## config.mk

```make
export PLATFORM = sky130hd
export DESIGN_NAME = rpn_stack_ctrl
export DESIGN_NICKNAME = d
export VERILOG_FILES = /design/src/rtl/rpn_stack_ctrl.sv
export SDC_FILE = /design/constraint.sdc
export NUM_CORES = 1
export LEC_CHECK = 0
export ABC_AREA = 1
export CAP_MARGIN = 20
export CORE_MARGIN = 3
export CORE_UTILIZATION = 35
export DETAILED_ROUTE_END_ITERATION = 12
export PLACE_DENSITY_LB_ADDON = 0.25
export SLEW_MARGIN = 20
export SYNTH_ARGS = -nofsm -noshare
export SYNTH_HDL_FRONTEND = slang
export SYNTH_SLANG_ARGS = --single-unit
export TNS_END_PERCENT = 30
```

## constraint.sdc

```tcl
create_clock -name clk -period 2.8 [get_ports clk]
set_input_delay 0.42 -clock clk [delete_from_list [all_inputs] [get_ports clk]]
set_output_delay 0.42 -clock clk [all_outputs]
set_load 0.05 [all_outputs]
```

## src/rtl/rpn_stack_ctrl.sv

```systemverilog
// Operand-stack sequencer for the RPN calculator: pushes numbers, issues two-operand
// ALU operations from the top of the stack and writes the result back in one EXEC cycle.
module rpn_stack_ctrl #(
  parameter  int N     = 16,
  parameter  int DEPTH = 4,
  localparam int DW    = $clog2(DEPTH + 1)
) (
  input  logic          clk,
  input  logic          reset,
  input  logic          EnterPulse,
  input  logic          IsOp,
  input  logic          Clear,
  input  logic [N-1:0]  DataIn,
  output logic [N-1:0]  AluA,
  output logic [N-1:0]  AluB,
  output logic [1:0]    AluOpCode,
  input  logic [N-1:0]  AluResult,
  input  logic [4:0]    AluFlags,
  output logic [N-1:0]  Top,
  output logic [4:0]    Flags,
  output logic [DW-1:0] Depth,
  output logic          Busy,
  output logic          Error,
  output logic [2:0]    Status
);

  typedef enum logic [2:0] {
    S_IDLE = 3'd0,
    S_EXEC = 3'd1,
    S_OVF  = 3'd4,
    S_UNF  = 3'd5
  } state_e;

  state_e         state_q, state_d;
  logic [N-1:0]   stack_q [DEPTH];
  logic [N-1:0]   stack_d [DEPTH];
  logic [DW-1:0]  d_q, d_d;
  logic [1:0]     op_q, op_d;
  logic [4:0]     flags_q, flags_d;

  // Next-state logic: Clear overrides any EnterPulse; EXEC ignores the pulse entirely.
  always_comb begin
    state_d = state_q;
    stack_d = stack_q;
    d_d     = d_q;
    op_d    = op_q;
    flags_d = flags_q;
    if (Clear) begin
      d_d     = {DW{1'b0}};
      flags_d = 5'd0;
      state_d = S_IDLE;
    end else begin
      case (state_q)
        S_IDLE: begin
          if (EnterPulse && !IsOp) begin
            if (d_q < DW'(DEPTH)) begin
              for (int i = 0; i < DEPTH; i++) begin
                stack_d[i] = (d_q == DW'(i)) ? DataIn : stack_q[i];
              end
              d_d = d_q + DW'(1);
            end else begin
              state_d = S_OVF;
            end
          end else if (EnterPulse && IsOp) begin
            if (d_q >= DW'(2)) begin
              op_d    = DataIn[1:0];
              state_d = S_EXEC;
            end else begin
              state_d = S_UNF;
            end
          end else begin
            state_d = S_IDLE;
          end
        end
        S_EXEC: begin
          // Result replaces operand A; operand B's slot is popped by the decrement.
          for (int i = 0; i < DEPTH; i++) begin
            stack_d[i] = (d_q == DW'(i + 2)) ? AluResult : stack_q[i];
          end
          d_d     = d_q - DW'(1);
          flags_d = AluFlags;
          state_d = S_IDLE;
        end
        S_OVF:   state_d = S_OVF;
        S_UNF:   state_d = S_UNF;
        default: state_d = S_IDLE;
      endcase
    end
  end

  // State, stack and result registers with asynchronous reset.
  always_ff @(posedge clk or posedge reset) begin
    if (reset) begin
      state_q <= S_IDLE;
      d_q     <= {DW{1'b0}};
      op_q    <= 2'd0;
      flags_q <= 5'd0;
      for (int i = 0; i < DEPTH; i++) begin
        stack_q[i] <= {N{1'b0}};
      end
    end else begin
      state_q <= state_d;
      d_q     <= d_d;
      op_q    <= op_d;
      flags_q <= flags_d;
      stack_q <= stack_d;
    end
  end

  // Depth-qualified views of the stack; empty slots read as zero.
  always_comb begin
    Top  = {N{1'b0}};
    AluA = {N{1'b0}};
    for (int i = 0; i < DEPTH; i++) begin
      Top = (d_q == DW'(i + 1)) ? stack_q[i] : Top;
    end
    for (int i = 0; i < DEPTH - 1; i++) begin
      AluA = (d_q == DW'(i + 2)) ? stack_q[i] : AluA;
    end
  end

  assign AluB      = Top;
  assign AluOpCode = op_q;
  assign Flags     = flags_q;
  assign Depth     = d_q;
  assign Status    = state_q;
  assign Busy      = (state_q == S_EXEC);
  assign Error     = (state_q == S_OVF) || (state_q == S_UNF);

endmodule

```

==> results of run 1 <==
==> sequential cells by signal (all words and copies together) (netlist names) <==
name	count
AluOpCode	2
stack_q	64
Depth	3
Status	2
Flags	5
==> per-layer routing <==
layer	global-route usage	routed length, um	vias to the layer above
met5	0	0	-
met1	0.252	6030	2185
met2	0.313	6560	204
li1	-	-	2339
met3	0.0355	997	18
met4	0.0609	202	0
==> cell usage in the layout (no fill, tap or decap), types with 2 or more instances in the layout <==
| master | count |
|---|---|
| nand2_1 | 275 |
| nand3_1 | 108 |
| inv_1 | 74 |
| dfrtp_1 | 73 |
| clkdlybuf4s50_1 | 54 |
| buf_12 | 49 |
| a21oi_1 | 37 |
| nor2_1 | 24 |
| o21ai_0 | 24 |
| or2_2 | 16 |
| buf_4 | 13 |
| clkbuf_16 | 9 |
| inv_2 | 5 |
| ha_1 | 5 |
| dfrtp_2 | 3 |
| clkbuf_1 | 3 |
| nor2_2 | 2 |
| a21oi_2 | 2 |
| clkinv_1 | 2 |
| nand2_2 | 2 |
| clkbuf_8 | 2 |
==> layout make-up <==
cell class                 count  area, sq um
multi-input combinational    501         2230
inverter                      81          304
timing repair buffer         117         1630
clock inverter                 2         35.0
clock buffer                  13          250
sequential                    76         1910
fill                        1255         6350
tap                          172          215
==> path summary, 6_finish.rpt <==
check                                 start          end  slack (ps)  cells past startpoint
worst max-delay path               Depth[0]     AluA[14]         120                      7
worst min-delay path                  reset     Flags[1]         450                      2
worst max register to register    Status[0]  stack_q[19]         440                      6
worst min register to register  stack_q[12]  stack_q[12]         460                      2
max in group asynchronous             reset   stack_q[8]        1690                      3
min in group clk                stack_q[12]  stack_q[12]         460                      2
==> synth_stat cells (5+ instances only) <==
cell type  count  area share
nand2_1      275        0.22
nand3_1      108        0.11
dfrtp_1       76        0.40
inv_1         75       0.060
a21oi_1       38       0.040
buf_4         25       0.040
nor2_1        25       0.020
o21ai_0       24       0.025
clkbuf_1      20       0.016
or2_2         16       0.021
buf_2          7      0.0074
ha_1           5       0.013
==> through the flow <==
stage / power, mW / std cells
floorplan: 4.52 / 712
finish: 7.51 / 962
global placement: 6.30 / 947
global route: 7.94 / 962
CTS: 7.54 / 962
detailed placement: 6.39 / 947
==> what timing repair did <==
| action | 4_1_cts | 5_1_grt |
|---|---|---|
| setup endpoints to repair | 0 | 31 |
| gates resized for setup | 0 | 2 |
| buffers inserted | 0 | 0 |
==> kinds of logic (layout without fill, tap and decap cells) <==
logic type | after synthesis | in the layout | synth area share
flops | 76 | 76 | 0.402
buf+inv | 135 | 213 | 0.129
simple gates | 430 | 430 | 0.382
other cells | 1 | 1 | 0.000793
compound gates | 64 | 64 | 0.0709
xor+xnor | 1 | 1 | 0.00185
fa+ha+maj | 5 | 5 | 0.0132
==> power breakdown <==
part	total, mW	leakage, nW	switching [mW]	internal, mW
Combinational	4.48	2.30	2.68	1.80
Sequential	1.89	0.970	0.315	1.57
Clock	1.14	0.140	0.430	0.709
Total	7.51	3.41	3.43	4.08
==> impl_metrics.yaml, run 1 <==
final_layout:
  drive_above_1_share: 0.137
  fin_util: 0.508
  area_growth_pct: 39.0
  nets: 833
  antennaDiodeCount: 0
  stdcell_area_sq_um: 6570
timing:
  fin_ws_ps: 124
  maxSlewHeadroom: 0.513
  finalCriticalPeriod_ps: 2680
  hold_violations: 0
  drv_slew: 0
  hold_ws_ps: 450
  rsz0062_at_grt: "true"
  tightest_slew_ps: 729
  setup_viol: 0
  final.period_utilization: 0.956
  fmax_mhz: 374
  clock_skew_ps: 6.94
  tns_ps: 0
global_routing:
  grt_usage: 0.189
  grt_pass1_wl_um: 22400
  grt_max_degree: 49
  grt_pass1_vias: 4529
  grt_overflow: 0
  antenna_found_initial: 0
synthesis:
  synthCells: 712
  avgSynthCellArea_sq_um: 6.64
  synth_top_flop_cell: "dfrtp_1"
  synth.net_count: 759
  async_flop_share: 1.00
  synth_edf_count: 0
  netlist_area_sq_um: 4730
  synth_cell_types: 23
  yosys_register_bits: 76
  ys_seq_area_frac: 0.402
  synth_warnings: 0
floorplanning:
  die_w_um: 122
  num_rows: 41
  die-area_sq_um: 14900
  start_util: 0.366
  coreArea_sq_um: 12900
  die_h_um: 122
  io_pins: 105
setup_path:
  timing.critical_path.buf_inv: 4
  crit_family: "buffers and inverters"
  worst_ep_required_time_ps: 2380
  endpoint_kind: "output pin"
  cp_max_fo: 10
  crit_type: "register to output pin"
  crit_path_cell_trace: "inv_1 -> ha_1 -> nand2_1 -> clkinv_1 -> buf_4 -> a21oi_1 -> buf_12"
  cpPeakStageDelay_ps: 400
  crit_arrival_ps: 2260
  start_kind: "register"
  crit_slowest_cell: "dfrtp_2"
clocking:
  clock_latency_ps: 330
  cts_root_buffer: "clkbuf_16"
  cts_buffers: 9
  holdBufCountCts: 0
  clk_pin_slew_ps: 60
  cts_max_level: 3
  cts_tree: "yes"
  cts_buffer_depth: 2
  numClockSinks: 76
outcome:
  outcome: "finished clean"
min_path:
  worstHoldPathType: "input pin to async pin"
flow_run:
  drv_cap: 0
routing:
  wire_per_inst_um: 14.3
  avgViaCountPerCell: 4.93
  first_iter_violations: 471
  routed_wl_um: 13800
  vias: 4746
  firstDrtPassIters: 5
  ant_nets: 0
  drc_errors: 0
placed_design:
  place.detailed.hpwl_um: 9600
  place.port_buffers: 103
  place_ws_ps: 436
  gp_congestion: 0.853
  post_dp_cell_area_sq_um: 6280
pwr:
  total_leakage_power_nw: 3.41
  power_density_nw_per_um2: 1140
  ir_worst_vdd_uv: 357
Power figures use the tool's default switching activity.
==> run 2, diff against run 1 <==
--- a/config.mk
+++ b/config.mk
@@ -10,6 +10,7 @@
 export CORE_MARGIN = 3
 export CORE_UTILIZATION = 35
 export DETAILED_ROUTE_END_ITERATION = 12
+export MAX_ROUTING_LAYER = met4
 export PLACE_DENSITY_LB_ADDON = 0.25
 export SLEW_MARGIN = 20
 export SYNTH_ARGS = -nofsm -noshare
==> run 2 against run 1 <==
Against the previous run: first-iteration DRC count fell by 12%; sequential cell count unchanged; clock-buffer cell count stayed put; largest cell class unchanged; sequential share of layout area unchanged; largest power group unchanged.
==> impl_metrics.yaml, run 2 (synthesized netlist as in run 1, its figures left out) <==
global_routing:
  grt_overflow: 0
  antenna_found_initial: 0
  grt_usage: 0.195
  met3_usage: 0.0281
  grt_max_degree: 49
  grt_pass1_wl_um: 22400
  grt_util_met1: 0.257
  grt_pass1_vias: 4529
  top_usage_layer: "met2"
  use_met2: 0.313
setup_path:
  cpPeakStageDelay_ps: 400
  worst_ep_required_time_ps: 2380
  start_kind: "register"
  crit_arrival_ps: 2260
  crit_slowest_cell: "dfrtp_2"
  cp_max_fo: 10
  r2r-start: "Depth[2]"
  crit_path_cell_trace: "inv_1 -> ha_1 -> nand2_1 -> clkinv_1 -> buf_4 -> a21oi_1 -> buf_12"
  endpoint_kind: "output pin"
  crit_family: "buffers and inverters"
  timing.critical_path.buf_inv: 4
  crit_type: "register to output pin"
  worstSetupStartpoint: "Depth[0]"
placed_design:
  gp_congestion: 0.866
  place.detailed.hpwl_um: 9600
  place_ws_ps: 436
  dp.cells: 947
  place.port_buffers: 103
final_layout:
  multiInputGateArea_sq_um: 2230
  drive_above_1_share: 0.137
  antennaDiodeCount: 0
  largest-register: "stack_q"
  nets: 833
  nFillCells: 1255
  area_growth_pct: 39.0
  layout_commonest_cell: "nand2_1"
  final_cells: 962
  fin_util: 0.508
  seq_area_sq_um: 1910
  layout_common_cells: "nand2_1, nand3_1, inv_1"
  largest_reg_flops: 64
floorplanning:
  io_pins: 105
  coreArea_sq_um: 12900
  die_w_um: 122
  num_rows: 41
  die_h_um: 122
  start_util: 0.366
  die-area_sq_um: 14900
routing:
  vias: 4727
  drc_errors: 0
  avgViaCountPerCell: 4.91
  first_iter_violations: 416
  routed_wl_um: 13800
  ant_nets: 0
  wire_per_inst_um: 14.3
  firstDrtPassIters: 6
clocking:
  holdBufCountCts: 0
  numClockSinks: 76
  cts_buffers: 9
  cts_buffer_depth: 2
  cts_root_buffer: "clkbuf_16"
  cts_tree: "yes"
  clk_pin_slew_ps: 60
  clock_latency_ps: 330
  cts_max_level: 3
flow_run:
  drv_cap: 0
pwr:
  power_density_nw_per_um2: 1140
  total_leakage_power_nw: 3.41
  ir_worst_vdd_uv: 356
timing:
  finalCriticalPeriod_ps: 2680
  hold_violations: 0
  tightest_slew_ps: 692
  clock_skew_ps: 6.48
  final.period_utilization: 0.955
  fmax_mhz: 374
  rsz0062_at_grt: "true"
  maxSlewHeadroom: 0.537
  fin_ws_ps: 125
  setup_viol: 0
  drv_slew: 0
min_path:
  worstHoldPathType: "input pin to async pin"
outcome:
  outcome: "finished clean"
-- run 2: layout make-up --
type,count,share of cell area
timing repair buffer,117,0.248
sequential,76,0.290
multi-input combinational,501,0.339
inverter,81,0.0463
clock buffer,13,0.0381
tap,172,0.0327
clock inverter,2,0.00533
-- run 2: what timing repair did --
item,in CTS,in global routing
setup buffers,0,0
gates resized for setup,0,2
setup endpoints to repair,0,31
-- run 2: path summary, 6_finish.rpt --
check / to / slack, ps / cells after the start
min in group clk: stack_q[12] / 460 / 2
max in group asynchronous: stack_q[8] / 1680 / 3
setup reg to reg: stack_q[33] / 450 / 8
hold / removal: Flags[1] / 450 / 2
hold reg to reg: stack_q[12] / 460 / 2
setup / recovery: AluA[14] / 120 / 7
-- run 2: worst register-to-register path, stage by stage, from the launching register on --
cell and delay (ps):
dfrtp_2 450, inv_2 140, ha_1 180, buf_4 330
o21ai_0 170, inv_2 270, nand2_1 430, nand2_1 180
nand2_1 70
-- run 2: metrics by stage --
step / TNS [ps] / total power [mW] / hold WS, ps / cell area, sq um
3_5_place_dp: 0 / 6.39 / 452 / 6280
3_3_place_gp: 0 / 6.30 / 445 / 6280
5_1_grt: -17.6 / 7.94 / 484 / 6570
4_1_cts: 0 / 7.54 / 466 / 6570
6_report: 0 / 7.51 / 451 / 6570
2_1_floorplan: 0 / 4.52 / 434 / 4740
-- run 2: per-layer routing --
layer  up-vias  part of all wire  routed length (um)
met2       183              0.48                6590
met4         0             0.012                 161
met3        16             0.070                 964
met1      2187              0.44                6060
li1       2341                 -                   -
met5         -                 0                   0
-- run 2: power by group --
group / internal (mW) / switching [mW] / total (mW)
Sequential: 1.57 / 0.314 / 1.89
Clock: 0.709 / 0.432 / 1.14
Combinational: 1.80 / 2.68 / 4.48
Total: 4.08 / 3.43 / 7.51
